`src/rtl/tri_port_ram_ctrl_if.sv`:
```
// Client-side bus of one tri_port_ram_ctrl port: a request/grant handshake
// carrying a word access, plus the read-data return path.
interface tri_port_ram_ctrl_if #(
  parameter int no_addr_lines = 5,
  parameter int wordsize      = 16
);

  logic                     req;
  logic                     we;
  logic [no_addr_lines-1:0] addr;
  logic [wordsize-1:0]      wdata;
  logic                     gnt;
  logic [wordsize-1:0]      rdata;
  logic                     rvalid;

  // Client side: issues requests, sees grants and read data.
  modport master (
    output req, we, addr, wdata,
    input  gnt, rdata, rvalid
  );

  // Controller side.
  modport slave (
    input  req, we, addr, wdata,
    output gnt, rdata, rvalid
  );

endinterface

```
`src/rtl/tri_port_ram_ctrl.sv`:
```
// Three-port (L, R, M) access controller in front of a tri-port RAM cell matrix.
// Requests to the same word where at least one side writes are serialised by a
// rotating priority pointer; everything else is granted in the same cycle.
// Accepted requests drive the RAM one cycle later; read data returns one cycle
// after that as a single-cycle rvalid pulse.
// Optional: define RAM_CTRL_COLLISION_CNT_EN to add an 8-bit saturating count
// of cycles that contained at least one conflict.
module tri_port_ram_ctrl #(
  parameter int N             = 32,
  parameter int no_addr_lines = 5,
  parameter int wordsize      = 16
) (
  input  logic                     clk,
  input  logic                     rst,

  tri_port_ram_ctrl_if.slave       L,
  tri_port_ram_ctrl_if.slave       R,
  tri_port_ram_ctrl_if.slave       M,

  output logic [no_addr_lines-1:0] L_address,
  output logic [no_addr_lines-1:0] R_address,
  output logic [no_addr_lines-1:0] M_address,
  output logic                     Left_Write,
  output logic                     Right_Write,
  output logic                     Middle_Write,
  output logic [wordsize-1:0]      L_Data_Bit_Line,
  output logic [wordsize-1:0]      R_Data_Bit_Line,
  output logic [wordsize-1:0]      M_Data_Bit_Line,
  input  logic [wordsize-1:0]      L_Data_Bit_Line_read,
  input  logic [wordsize-1:0]      R_Data_Bit_Line_read,
`ifdef RAM_CTRL_COLLISION_CNT_EN
  input  logic [wordsize-1:0]      M_Data_Bit_Line_read,
  output logic [7:0]               collision_cnt
`else
  input  logic [wordsize-1:0]      M_Data_Bit_Line_read
`endif
);

  // Port indices used by the internal arrays.
  localparam int PL = 0;
  localparam int PR = 1;
  localparam int PM = 2;

  // The matrix must fit inside the address space.
  if (N > (1 << no_addr_lines)) begin : g_depth_check
    $error("tri_port_ram_ctrl: N exceeds the range of no_addr_lines");
  end

  typedef enum logic [1:0] {
    PRI_L,
    PRI_R,
    PRI_M
  } pri_e;

  pri_e state_q, state_d;

  // Flattened view of the three client buses.
  logic [2:0]               req;
  logic [2:0]               we;
  logic [no_addr_lines-1:0] addr    [3];
  logic [wordsize-1:0]      wdata   [3];
  logic [wordsize-1:0]      rd_in   [3];

  // Arbitration results.
  logic                     conf_lr, conf_lm, conf_rm;
  logic [2:0]               in_conf;
  logic                     any_conf;
  logic [2:0]               win;
  logic [2:0]               gnt;

  // Pipeline state: stage 1 drives the RAM, stage 2 returns read data.
  logic [2:0]               write_q;
  logic [2:0]               rd_pend_q;
  logic [no_addr_lines-1:0] addr_q  [3];
  logic [wordsize-1:0]      wdata_q [3];
  logic [2:0]               rvalid_q;
  logic [wordsize-1:0]      rdata_q [3];

  // Gather client inputs; requests are masked while reset is held.
  always_comb begin
    req       = {M.req, R.req, L.req} & {3{~rst}};
    we        = {M.we, R.we, L.we};
    addr[PL]  = L.addr;
    addr[PR]  = R.addr;
    addr[PM]  = M.addr;
    wdata[PL] = L.wdata;
    wdata[PR] = R.wdata;
    wdata[PM] = M.wdata;
    rd_in[PL] = L_Data_Bit_Line_read;
    rd_in[PR] = R_Data_Bit_Line_read;
    rd_in[PM] = M_Data_Bit_Line_read;
  end

  // Pairwise conflict: both requesting, same word, at least one writer.
  always_comb begin
    conf_lr      = req[PL] & req[PR] & (addr[PL] == addr[PR]) & (we[PL] | we[PR]);
    conf_lm      = req[PL] & req[PM] & (addr[PL] == addr[PM]) & (we[PL] | we[PM]);
    conf_rm      = req[PR] & req[PM] & (addr[PR] == addr[PM]) & (we[PR] | we[PM]);
    in_conf[PL]  = conf_lr | conf_lm;
    in_conf[PR]  = conf_lr | conf_rm;
    in_conf[PM]  = conf_lm | conf_rm;
    any_conf     = |in_conf;
  end

  // Priority pointer register.
  always_ff @(posedge clk or posedge rst) begin
    if (rst) begin
      state_q <= PRI_L;
    end else begin
      state_q <= state_d;
    end
  end

  // Pick the conflict winner from the pointer, form grants, advance the pointer.
  // With three ports all conflicting ports share one address, so there is at
  // most one conflict group per cycle.
  always_comb begin
    win     = 3'b000;
    state_d = state_q;
    unique case (state_q)
      PRI_L: begin
        if      (in_conf[PL]) win = 3'b001;
        else if (in_conf[PR]) win = 3'b010;
        else if (in_conf[PM]) win = 3'b100;
      end
      PRI_R: begin
        if      (in_conf[PR]) win = 3'b010;
        else if (in_conf[PM]) win = 3'b100;
        else if (in_conf[PL]) win = 3'b001;
      end
      PRI_M: begin
        if      (in_conf[PM]) win = 3'b100;
        else if (in_conf[PL]) win = 3'b001;
        else if (in_conf[PR]) win = 3'b010;
      end
      default: begin
        win     = 3'b000;
        state_d = PRI_L;
      end
    endcase

    gnt = req & (~in_conf | win);

    if (any_conf) begin
      unique case (1'b1)
        win[PL]: state_d = PRI_R;
        win[PR]: state_d = PRI_M;
        win[PM]: state_d = PRI_L;
        default: state_d = state_q;
      endcase
    end
  end

  // Register accepted requests; address and data lines only move on acceptance.
  always_ff @(posedge clk or posedge rst) begin
    if (rst) begin
      write_q   <= 3'b000;
      rd_pend_q <= 3'b000;
      for (int i = 0; i < 3; i++) begin
        addr_q[i]  <= '0;
        wdata_q[i] <= '0;
      end
    end else begin
      write_q   <= gnt & we;
      rd_pend_q <= gnt & ~we;
      for (int i = 0; i < 3; i++) begin
        if (gnt[i]) begin
          addr_q[i]  <= addr[i];
          wdata_q[i] <= wdata[i];
        end
      end
    end
  end

  // Capture read data at the end of the RAM cycle; rdata holds until the next read.
  always_ff @(posedge clk or posedge rst) begin
    if (rst) begin
      rvalid_q <= 3'b000;
      for (int i = 0; i < 3; i++) begin
        rdata_q[i] <= '0;
      end
    end else begin
      rvalid_q <= rd_pend_q;
      for (int i = 0; i < 3; i++) begin
        if (rd_pend_q[i]) begin
          rdata_q[i] <= rd_in[i];
        end
      end
    end
  end

`ifdef RAM_CTRL_COLLISION_CNT_EN
  // Saturating count of cycles that contained a conflict.
  always_ff @(posedge clk or posedge rst) begin
    if (rst) begin
      collision_cnt <= 8'd0;
    end else if (any_conf && (collision_cnt != 8'hFF)) begin
      collision_cnt <= collision_cnt + 8'd1;
    end
  end
`endif

  assign L.gnt    = gnt[PL];
  assign R.gnt    = gnt[PR];
  assign M.gnt    = gnt[PM];
  assign L.rvalid = rvalid_q[PL];
  assign R.rvalid = rvalid_q[PR];
  assign M.rvalid = rvalid_q[PM];
  assign L.rdata  = rdata_q[PL];
  assign R.rdata  = rdata_q[PR];
  assign M.rdata  = rdata_q[PM];

  assign L_address       = addr_q[PL];
  assign R_address       = addr_q[PR];
  assign M_address       = addr_q[PM];
  assign Left_Write      = write_q[PL];
  assign Right_Write     = write_q[PR];
  assign Middle_Write    = write_q[PM];
  assign L_Data_Bit_Line = wdata_q[PL];
  assign R_Data_Bit_Line = wdata_q[PR];
  assign M_Data_Bit_Line = wdata_q[PM];

endmodule

```
`src/flat_wrapper.sv`:
```
// flat-port wrapper written by rule: the top's interface ports become plain ports
module tri_port_ram_ctrl_flat 
#(
  parameter int N             = 32,
  parameter int no_addr_lines = 5,
  parameter int wordsize      = 16
)
  (clk, rst, L_address, R_address, M_address, Left_Write, Right_Write, Middle_Write, L_Data_Bit_Line, R_Data_Bit_Line, M_Data_Bit_Line, L_Data_Bit_Line_read, R_Data_Bit_Line_read, M_Data_Bit_Line_read, L_req, L_we, L_addr, L_wdata, L_gnt, L_rdata, L_rvalid, R_req, R_we, R_addr, R_wdata, R_gnt, R_rdata, R_rvalid, M_req, M_we, M_addr, M_wdata, M_gnt, M_rdata, M_rvalid);
  tri_port_ram_ctrl_if #(.no_addr_lines(no_addr_lines), .wordsize(wordsize)) L_i ();
  tri_port_ram_ctrl_if #(.no_addr_lines(no_addr_lines), .wordsize(wordsize)) R_i ();
  tri_port_ram_ctrl_if #(.no_addr_lines(no_addr_lines), .wordsize(wordsize)) M_i ();
  input  logic clk;
  input  logic rst;
  output logic [no_addr_lines-1:0] L_address;
  output logic [no_addr_lines-1:0] R_address;
  output logic [no_addr_lines-1:0] M_address;
  output logic Left_Write;
  output logic Right_Write;
  output logic Middle_Write;
  output logic [wordsize-1:0] L_Data_Bit_Line;
  output logic [wordsize-1:0] R_Data_Bit_Line;
  output logic [wordsize-1:0] M_Data_Bit_Line;
  input  logic [wordsize-1:0] L_Data_Bit_Line_read;
  input  logic [wordsize-1:0] R_Data_Bit_Line_read;
  input  logic [wordsize-1:0] M_Data_Bit_Line_read;
  input wire logic [$bits(L_i.req)-1:0] L_req;
  input wire logic [$bits(L_i.we)-1:0] L_we;
  input wire logic [$bits(L_i.addr)-1:0] L_addr;
  input wire logic [$bits(L_i.wdata)-1:0] L_wdata;
  output wire logic [$bits(L_i.gnt)-1:0] L_gnt;
  output wire logic [$bits(L_i.rdata)-1:0] L_rdata;
  output wire logic [$bits(L_i.rvalid)-1:0] L_rvalid;
  input wire logic [$bits(R_i.req)-1:0] R_req;
  input wire logic [$bits(R_i.we)-1:0] R_we;
  input wire logic [$bits(R_i.addr)-1:0] R_addr;
  input wire logic [$bits(R_i.wdata)-1:0] R_wdata;
  output wire logic [$bits(R_i.gnt)-1:0] R_gnt;
  output wire logic [$bits(R_i.rdata)-1:0] R_rdata;
  output wire logic [$bits(R_i.rvalid)-1:0] R_rvalid;
  input wire logic [$bits(M_i.req)-1:0] M_req;
  input wire logic [$bits(M_i.we)-1:0] M_we;
  input wire logic [$bits(M_i.addr)-1:0] M_addr;
  input wire logic [$bits(M_i.wdata)-1:0] M_wdata;
  output wire logic [$bits(M_i.gnt)-1:0] M_gnt;
  output wire logic [$bits(M_i.rdata)-1:0] M_rdata;
  output wire logic [$bits(M_i.rvalid)-1:0] M_rvalid;
  assign L_i.req = L_req;
  assign L_i.we = L_we;
  assign L_i.addr = L_addr;
  assign L_i.wdata = L_wdata;
  assign L_gnt = L_i.gnt;
  assign L_rdata = L_i.rdata;
  assign L_rvalid = L_i.rvalid;
  assign R_i.req = R_req;
  assign R_i.we = R_we;
  assign R_i.addr = R_addr;
  assign R_i.wdata = R_wdata;
  assign R_gnt = R_i.gnt;
  assign R_rdata = R_i.rdata;
  assign R_rvalid = R_i.rvalid;
  assign M_i.req = M_req;
  assign M_i.we = M_we;
  assign M_i.addr = M_addr;
  assign M_i.wdata = M_wdata;
  assign M_gnt = M_i.gnt;
  assign M_rdata = M_i.rdata;
  assign M_rvalid = M_i.rvalid;
  tri_port_ram_ctrl #(.N(N), .no_addr_lines(no_addr_lines), .wordsize(wordsize)) u_core (.clk(clk), .rst(rst), .L(L_i), .R(R_i), .M(M_i), .L_address(L_address), .R_address(R_address), .M_address(M_address), .Left_Write(Left_Write), .Right_Write(Right_Write), .Middle_Write(Middle_Write), .L_Data_Bit_Line(L_Data_Bit_Line), .R_Data_Bit_Line(R_Data_Bit_Line), .M_Data_Bit_Line(M_Data_Bit_Line), .L_Data_Bit_Line_read(L_Data_Bit_Line_read), .R_Data_Bit_Line_read(R_Data_Bit_Line_read), .M_Data_Bit_Line_read(M_Data_Bit_Line_read));
endmodule
```
`config.mk`:
```
export PLATFORM = sky130hd
export DESIGN_NAME = tri_port_ram_ctrl_flat
export DESIGN_NICKNAME = d
export VERILOG_FILES = /design/src/rtl/tri_port_ram_ctrl_if.sv /design/src/rtl/tri_port_ram_ctrl.sv /design/src/flat_wrapper.sv
export SDC_FILE = /design/constraint.sdc
export NUM_CORES = 1
export LEC_CHECK = 0
export CAP_MARGIN = 15
export CORE_UTILIZATION = 40
export CTS_CLUSTER_DIAMETER = 50
export DETAILED_ROUTE_END_ITERATION = 8
export HOLD_SLACK_MARGIN = 0.1
export MAX_ROUTING_LAYER = met4
export PLACE_DENSITY = 0.79
export SETUP_SLACK_MARGIN = 0.15
export SLEW_MARGIN = 25
export SYNTH_ARGS = -nofsm -noshare
export SYNTH_HDL_FRONTEND = slang
export SYNTH_SLANG_ARGS = --single-unit
```
`constraint.sdc`:
```
create_clock -name clk -period 14.7 [get_ports clk]
set_input_delay 2.205 -clock clk [delete_from_list [all_inputs] [get_ports clk]]
set_output_delay 2.205 -clock clk [all_outputs]
set_load 0.1 [all_outputs]
```
# Word level (Yosys, flattened, before mapping)

Cells that the tools add are included.

Register bits after elaboration: 122
Bits in latches: 0
Bits in writable memories: 0
Bits in read-only memories: 0
Input port bits: 119
Word-level logic and storage cells: 60
Memories: 0

Add/subtract/negate cells: 0
$mul: 0
Divide/modulo/power cells: 0
$lt $le $gt $ge: 0
Equal/unequal tests: 7
Shift-type cells: 0
Muxes and demuxes: 13
Bitwise operators: 23
Reduce and logical (&&, ||, !) cells: 4

Operators by type and width:

| operator             | count |
|---|---|
| $mux W3              | 7 |
| $eq A5 B5 Y1         | 3 |
| $and A3 B3 Y3        | 4 |
| $and A1 B1 Y1        | 9 |
| $pmux W3 S3          | 1 |
| $mux W2              | 3 |
| $not A3 Y3           | 2 |
| $or A1 B1 Y1         | 6 |
| $pmux W2 S3          | 1 |
| $reduce_or A3 Y1     | 2 |
| $ne A4 B4 Y1 const B | 1 |
| $or A3 B3 Y3         | 1 |
| $eq A2 B1 Y1 const B | 1 |
| $eq A2 B2 Y1 const B | 1 |
| $logic_not A2 Y1     | 1 |
| $ne A2 B1 Y1 const B | 1 |
| $reduce_and A2 Y1    | 1 |
| $mux W1              | 1 |
| $not A1 Y1           | 1 |

# Logic depth before layout (Yosys ltp)

Gate-level depths: netlist of the first run.

Depth after elaboration: 13
Gate-level depth with buffers: 8

# Worst setup path before layout of the first run

OpenSTA, ideal clock, no wires.

Path type: input -> output
Start: input port rst
End: output port M_gnt
Data arrival time: 6789 ps
Path slack: 5706 ps
Stages on the path: 7
Path buffers: 1
Cells stage by stage: inv_1 nand2_1 nor4_4 nor3_2 o311ai_4 buf_6 inv_1

Word-level cells in the longest chain between the ends: 12
Elaborated cells on any way between the ends: 24
Classes of those cells: 7 x mux; 17 x bitwise

Ends and longest elaborated chain:

| what                                           | line                                             | RTL |
|---|---|---|
| start: declaration                             | flat_wrapper.sv:13                               | `input logic rst;` |
| $not A1 Y1 (*)                                 | tri_port_ram_ctrl.sv:81                          | `req = {M.req, R.req, L.req} & {3{~rst}};` |
| $and A3 B3 Y3 (*)                              | tri_port_ram_ctrl.sv:81                          |  |
| $and A1 B1 Y1 (on tied branches) (3 in series) | tri_port_ram_ctrl.sv:97, tri_port_ram_ctrl.sv:98 |  |
| $or A1 B1 Y1                                   | tri_port_ram_ctrl.sv:101                         | `in_conf[PM] = conf_lm \| conf_rm;` |
| $mux W3                                        | tri_port_ram_ctrl.sv:124                         | `else if (in_conf[PM]) win = 3'b100;` |
| $mux W3                                        | tri_port_ram_ctrl.sv:123                         | `else if (in_conf[PR]) win = 3'b010;` |
| $mux W3                                        | tri_port_ram_ctrl.sv:122                         | `if (in_conf[PL]) win = 3'b001;` |
| $pmux W3 S3                                    | tri_port_ram_ctrl.sv:120                         | `unique case (state_q)` |
| $or A3 B3 Y3                                   | tri_port_ram_ctrl.sv:142                         | `gnt = req & (~in_conf \| win);` |
| $and A3 B3 Y3 (*)                              | tri_port_ram_ctrl.sv:142                         |  |
| end: declaration                               | flat_wrapper.sv:44                               | `output wire logic [$bits(M_i.gnt)-1:0] M_gnt;` |

Every way passes the cells marked *; elsewhere a longest branch is shown, timed or not.

# Final worst setup path of the first run

Start: input port rst
End: output port L_gnt

Word-level cells in the longest chain between the ends: 12
Elaborated cells on any way between the ends: 25
Classes of those cells: 8 x mux; 17 x bitwise

Ends and longest elaborated chain:

| what                                           | line                                             | RTL |
|---|---|---|
| $not A1 Y1 (*)                                 | tri_port_ram_ctrl.sv:81                          |  |
| $and A3 B3 Y3 (*)                              | tri_port_ram_ctrl.sv:81                          |  |
| $and A1 B1 Y1 (on tied branches) (3 in series) | tri_port_ram_ctrl.sv:96, tri_port_ram_ctrl.sv:97 |  |
| $or A1 B1 Y1                                   | tri_port_ram_ctrl.sv:99                          | `in_conf[PL] = conf_lr \| conf_lm;` |
| $mux W1                                        | tri_port_ram_ctrl.sv:129                         | `else if (in_conf[PL]) win = 3'b001;` |
| $mux W3                                        | tri_port_ram_ctrl.sv:128                         | `else if (in_conf[PM]) win = 3'b100;` |
| $mux W3                                        | tri_port_ram_ctrl.sv:127                         | `if (in_conf[PR]) win = 3'b010;` |
| $pmux W3 S3                                    | tri_port_ram_ctrl.sv:120                         |  |
| $or A3 B3 Y3                                   | tri_port_ram_ctrl.sv:142                         |  |
| $and A3 B3 Y3 (*)                              | tri_port_ram_ctrl.sv:142                         |  |
| end: declaration                               | flat_wrapper.sv:30                               | `output wire logic [$bits(L_i.gnt)-1:0] L_gnt;` |

Marks and branches as above.

==> flow_metrics.env, run 1 <==
export IMPL_nets=681
export IMPL_synth_warnings=0
export IMPL_cts_tree="yes"
export IMPL_cp_start_kind="primary input"
export IMPL_grt_pass1_vias=3787
export IMPL_critical_path_required_ns=12.49
export IMPL_post_dp_hpwl_um=9038
export IMPL_num_rows=40
export IMPL_yosysSeqAreaShare=0.6236
export IMPL_cts_root_buffer="clkbuf_16"
export IMPL_start_util=0.4093
export IMPL_drc=0
export IMPL_insertion_delay_ns=0.40
export IMPL_hold_class="reg -> reg"
export IMPL_cts_made_buffers=17
export IMPL_cp_top_family="buffers and inverters"
export IMPL_drv_cap=0
export IMPL_postSynthAreaPerCell_um2=15.49
export IMPL_max_stage_delay_ns=1.12
export IMPL_diodes=0
export IMPL_synthFlopType="dfrtp_1"
export IMPL_rsz0062_at_grt="false"
export IMPL_cp_arrival_ns=6.70
export IMPL_fin_crit_ns=8.906
export IMPL_dr_pass1_iters=4
export IMPL_timing_hold_violations_final=0
export IMPL_routed_wl_um=12050
export IMPL_leakage_nw=3.264
export IMPL_syn_nets=435
export IMPL_cp_slowest_cell="clkdlybuf4s50_1"
export IMPL_tightestPinTransition_ns=1.029
export IMPL_crit_top_cell="clkdlybuf4s50_1"
export IMPL_cts_hold_buf=0
export IMPL_path_cells="clkdlybuf4s50_1 -> inv_4 -> buf_4 -> nand3_1 -> nor4_1 -> nor3_1 -> o211a_1 -> clkdlybuf4s50_1"
export IMPL_async_flop_share=1.000
export IMPL_grt_max_degree=68
export IMPL_core_area_um2=11960
export IMPL_fin_crit_sh=0.6058
export IMPL_finalMaxSlewViolations=0
export IMPL_synth_enable_flop_cells=0
export IMPL_crit_buf_inv=4
export IMPL_cts_sinks=122
export IMPL_antenna_found_initial=0
export IMPL_ant_nets=0
export IMPL_vias=3531
export IMPL_chipWidth_um=112.6
export IMPL_final_util=0.6641
export IMPL_synth_area_leaders="dfrtp_1, mux2_2, xnor2_1"
export IMPL_cts_htree_levels=4
export IMPL_grt_pass1_wl_um=19150
export IMPL_grt_use_total=0.2051
export IMPL_setup_viol=0
export IMPL_syn_to_final_growth_pct=62.25
export IMPL_ys_seq_elements=122
export IMPL_skew_ns=0.004524
export IMPL_cts_setup_buffers=0
export IMPL_portBuffers=238
export IMPL_chipHeight_um=112.6
export IMPL_multi_input_area_um2=1722
export IMPL_path_max_fanout=67
export IMPL_ios=239
export IMPL_seqCellArea_um2=3053
export IMPL_powerDensity_nw_per_um2=180.5
export IMPL_cts_resized=0
export IMPL_outcome="complete, no violations"
export IMPL_via_per_inst=4.904
export IMPL_slew_headroom=0.3120
export IMPL_synth_cell_type_count=33
export IMPL_fmax_ghz=0.1123
export IMPL_mappedNetlistArea_um2=4896
export IMPL_yosysTopAreaCell="dfrtp_1"
export IMPL_dieArea_um2=12690
export IMPL_clkTransAtPathRegs_ns=0.05
export IMPL_endpoint_kind="output port"
export IMPL_globalplace_congestion=0.7588
export IMPL_vdd_drop_max_mv=0.1182
export IMPL_layout_drive_gt1_share=0.2478
export IMPL_fin_tns_setup_ns=0
export IMPL_synth_top_area_share=0.6236
export IMPL_criticalPathCategory="in -> out"
export IMPL_drt_iter0_markers=121
export IMPL_overflow=0
export IMPL_n_fill_cell=867
export IMPL_syn_inst=316
export IMPL_wire_per_inst_um=16.73
export IMPL_clock_path_buffers=2
## Yosys cell counts (2+ instances only)
| library cell | n |
|---|---|
| a21oi_1 | 3 |
| and2_1 | 2 |
| buf_1 | 2 |
| buf_6 | 4 |
| clkbuf_1 | 5 |
| dfrtp_1 | 122 |
| inv_1 | 5 |
| mux2_1 | 2 |
| mux2_2 | 101 |
| mux2_4 | 8 |
| nand2_1 | 7 |
| nand3_1 | 3 |
| nor2_1 | 9 |
| nor2b_1 | 2 |
| nor3_1 | 3 |
| nor4_1 | 2 |
| o21ai_0 | 6 |
| xnor2_1 | 14 |
| xor2_1 | 2 |
## cells in the final DEF (no fill, tap or decap), drive strengths merged
| cell type | n |
|---|---|
| clkdlybuf4s50 | 238 |
| dfrtp | 122 |
| mux2 | 111 |
| clkbuf | 29 |
| xnor2 | 14 |
| nor2 | 9 |
| o21ai | 8 |
| nand2 | 7 |
| inv | 6 |
| nor3 | 4 |
| nand3 | 3 |
| a21oi | 3 |
| nor4 | 3 |
| xor2 | 2 |
| nor2b | 2 |
| and2 | 2 |
| buf | 2 |
| nand4 | 1 |
| nand2b | 1 |
| nor4b | 1 |
| o311ai | 1 |
| or3 | 1 |
| o22ai | 1 |
| o211a | 1 |
| bufinv | 1 |
## worst paths after layout
path                                    from                   endpoint  slack, ns  cells past startpoint
min in group asynchronous                rst  u_core.M_Data_Bit_Line[1]       2.35                      2
min                        u_core.M.rdata[0]          u_core.M.rdata[0]       0.50                      1
max                                      rst                      L_gnt       5.79                      8
max reg2reg                u_core.state_q[0]  u_core.L_Data_Bit_Line[7]      12.65                      3
min reg2reg                u_core.M.rdata[0]          u_core.M.rdata[0]       0.50                      1
max in group asynchronous                rst          u_core.R.rdata[1]      11.03                      3
## flip-flops by register name (all words and copies together) (netlist names)
signal	flops
u_core.L_Data_Bit_Line	16
u_core.M.rdata	16
u_core.rvalid_q	3
u_core.R_Data_Bit_Line	16
u_core.rd_pend_q	3
u_core.write_q	3
u_core.M_Data_Bit_Line	16
u_core.R_address	5
u_core.M_address	5
u_core.L_address	5
u_core.state_q	2
u_core.R.rdata	16
u_core.L.rdata	16
## layout make-up
type | count | area share
multi-input combinational | 175 | 0.2167
tap | 147 | 0.02315
clock buffer | 29 | 0.06678
sequential | 122 | 0.3843
clock inverter | 1 | 0.003780
timing repair buffer | 240 | 0.3018
inverter | 6 | 0.003465
## through the flow
step	instance area (µm²)	worst slack, ns	std cells	power, W	hold slack (ns)
6_report	7944	5.794	720	0.001434	0.4995
4_1_cts	7944	5.613	720	0.001447	0.5041
3_5_place_dp	7383	5.621	690	0.001053	0.4887
5_1_grt	7944	5.281	720	0.001482	0.5119
2_1_floorplan	4896	5.706	316	0.0008874	0.3519
3_3_place_gp	7383	5.845	690	0.001046	0.4788
## report_power, final
| group | internal (W) | switching [W] | total [W] |
|---|---|---|---|
| sequential | 0.000390 | 0.0000332 | 0.000424 |
| combinational | 0.000163 | 0.000459 | 0.000622 |
| clock | 0.000258 | 0.000131 | 0.000388 |
## routing by layer
metal / wire length, µm / up-vias / global-route usage
met1: 4898 / 1733 / 0.2389
met4: 329 / 0 / 0.1013
met5: 0 / - / -
met2: 5953 / 174 / 0.3280
met3: 866 / 28 / 0.05562
li1: - / 1596 / -
## logic make-up after synthesis
logic type,Yosys count,synth area share
xor+xnor,16,0.02862
flops,122,0.6236
compound gates,14,0.02223
mux,111,0.2614
buf+inv,19,0.02479
simple gates,34,0.03936
Note: power is estimated with default switching activity, not from simulation.
==> run 2, diff against run 1 <==
CORE_UTILIZATION = 37   (was 40)
PLACE_DENSITY = 0.77   (was 0.79)
clock period = 7.24 ns   (was 14.7 ns; I/O delays follow)
==> flow_metrics.env, run 2 (synthesis results as in run 1) <==
export IMPL_outcome="complete, no violations"
export IMPL_vias=3502
export IMPL_overflow=0
export IMPL_cp_arrival_ns=4.50
export IMPL_nets=682
export IMPL_cts_root_buffer="clkbuf_16"
export IMPL_antenna_found_initial=0
export IMPL_drt_iter0_markers=219
export IMPL_internal_power_w=0.001668
export IMPL_clkTransAtPathRegs_ns=0.05
export IMPL_layout_drive_gt1_share=0.2539
export IMPL_num_rows=41
export IMPL_slew_headroom=0.3112
export IMPL_routed_wl_um=12560
export IMPL_net_switching_power_w=0.001281
export IMPL_place_area_um2=7422
export IMPL_insertion_delay_ns=0.41
export IMPL_powerDensity_nw_per_um2=368.5
export IMPL_cp_start_kind="primary input"
export IMPL_fin_tns_setup_ns=0
export IMPL_portBuffers=238
export IMPL_clock_path_buffers=2
export IMPL_p_seq_frac=0.292
export IMPL_sw_frac_of_total=0.4343
export IMPL_fin_crit_ns=5.589
export IMPL_leakage_nw=3.280
export IMPL_fin_crit_sh=0.7719
export IMPL_syn_to_final_growth_pct=63.46
export IMPL_setup_viol=0
export IMPL_rsz0062_at_grt="false"
export IMPL_wire_per_inst_um=16.82
export IMPL_finalNonFillerCells=747
export IMPL_core_area_um2=12770
export IMPL_p_comb_frac=0.428
export IMPL_layout_commonest_cell="clkdlybuf4s50_1"
export IMPL_final_cell_mix="clkdlybuf4s50_1, dfrtp_1, mux2_2"
export IMPL_dieArea_um2=13700
export IMPL_ios=239
export IMPL_cts_htree_levels=4
export IMPL_critical_path_required_ns=6.15
export IMPL_via_per_inst=4.688
export IMPL_post_dp_hpwl_um=9163
export IMPL_timing_hold_violations_final=0
export IMPL_cts_hold_buf=0
export IMPL_cts_resized=0
export IMPL_fmax_ghz=0.1789
export IMPL_globalplace_congestion=0.9104
export IMPL_grt_pass1_wl_um=18970
export IMPL_vdd_drop_max_mv=0.2153
export IMPL_chipHeight_um=117.0
export IMPL_place_inst=716
export IMPL_finalMaxSlewViolations=0
export IMPL_criticalPathCategory="in -> out"
export IMPL_start_util=0.3833
export IMPL_cts_sinks=122
export IMPL_skew_ns=0.005712
export IMPL_drc=0
export IMPL_clock_power_share=0.280
export IMPL_drv_cap=0
export IMPL_ant_nets=0
export IMPL_timing_hold_ws_ns=0.4965
export IMPL_hold_class="reg -> reg"
export IMPL_cts_setup_buffers=0
export IMPL_grt_use_total=0.1968
export IMPL_dr_pass1_iters=4
export IMPL_cts_made_buffers=17
export IMPL_chipWidth_um=117.0
export IMPL_n_fill_cell=979
export IMPL_tightestPinTransition_ns=1.030
export IMPL_grt_max_degree=77
export IMPL_cts_tree="yes"
export IMPL_grt_pass1_vias=3658
export IMPL_path_max_fanout=51
export IMPL_endpoint_kind="output port"
export IMPL_diodes=0
export IMPL_final_cell_area_um2=8003
==> run 2: changes by cell type in the layout (fill, tap and decap cells not counted) <==
cell	before	now
clkinvlp_4	0	1
bufinv_16	1	3
clkbuf_8	6	1
clkinv_2	0	5
clkbuf_1	6	4
buf_6	0	1
==> run 2: area by class of cell <==
| class | count | area [µm²] | share of cell area |
|---|---|---|---|
| tap | 172 | 215.2 | 0.02689 |
| multi-input combinational | 175 | 1722 | 0.2151 |
| inverter | 6 | 27.53 | 0.003440 |
| clock inverter | 9 | 122.6 | 0.01532 |
| sequential | 122 | 3053 | 0.3815 |
| clock buffer | 22 | 454.2 | 0.05675 |
| timing repair buffer | 241 | 2409 | 0.3010 |
==> run 2: final timing paths <==
kind	start	to	slack [ns]	depth (start not counted)
setup / recovery	rst	R_gnt	1.65	8
hold / removal	u_core.M_Data_Bit_Line[2]	u_core.M_Data_Bit_Line[2]	0.50	1
setup reg to reg	u_core.state_q[1]	u_core.M_Data_Bit_Line[7]	5.27	6
hold reg to reg	u_core.M_Data_Bit_Line[2]	u_core.M_Data_Bit_Line[2]	0.50	1
max in group asynchronous	rst	u_core.L_address[3]	4.92	3
min in group asynchronous	rst	u_core.M_address[1]	1.18	2
==> run 2: power groups by stage <==
| stage | logic (W) | clock network [W] | registers, W |
|---|---|---|---|
| 2_1_floorplan | 0.000170 | 0 | 0.00163 |
| 3_3_place_gp | 0.00126 | 0 | 0.000863 |
| 3_5_place_dp | 0.00127 | 0 | 0.000871 |
| 4_1_cts | 0.00127 | 0.000847 | 0.000860 |
| 5_1_grt | 0.00130 | 0.000880 | 0.000874 |
| 6_report | 0.00126 | 0.000826 | 0.000860 |
==> run 2: critical path: stages <==
cell and delay [ns]:
clkdlybuf4s50_1 0.48, inv_4 0.50, nand2_1 0.20, nor4_4 0.50
o21ai_1 0.19, o21ai_4 0.31, inv_4 0.18, clkdlybuf4s50_1 1.01
==> run 2: per-layer routing <==
layer | vias up | share of wire | GRT usage | routed length [µm]
met5 | - | 0 | - | 0
met4 | 0 | 0.013 | 0.07173 | 165
met3 | 15 | 0.083 | 0.07724 | 1045
met2 | 160 | 0.51 | 0.3266 | 6389
met1 | 1724 | 0.39 | 0.2140 | 4960
li1 | 1603 | - | - | -
==> run 2: stage by stage <==
| step | utilization | worst slack [ns] | total power, W |
|---|---|---|---|
| 2_1_floorplan | - | 0.4845 | 0.001802 |
| 3_3_place_gp | 0.5811 | 1.762 | 0.002122 |
| 3_5_place_dp | 0.5811 | 1.646 | 0.002138 |
| 4_1_cts | 0.6262 | 1.611 | 0.002978 |
| 5_1_grt | 0.6265 | 1.402 | 0.003054 |
| 6_report | 0.6265 | 1.651 | 0.002949 |
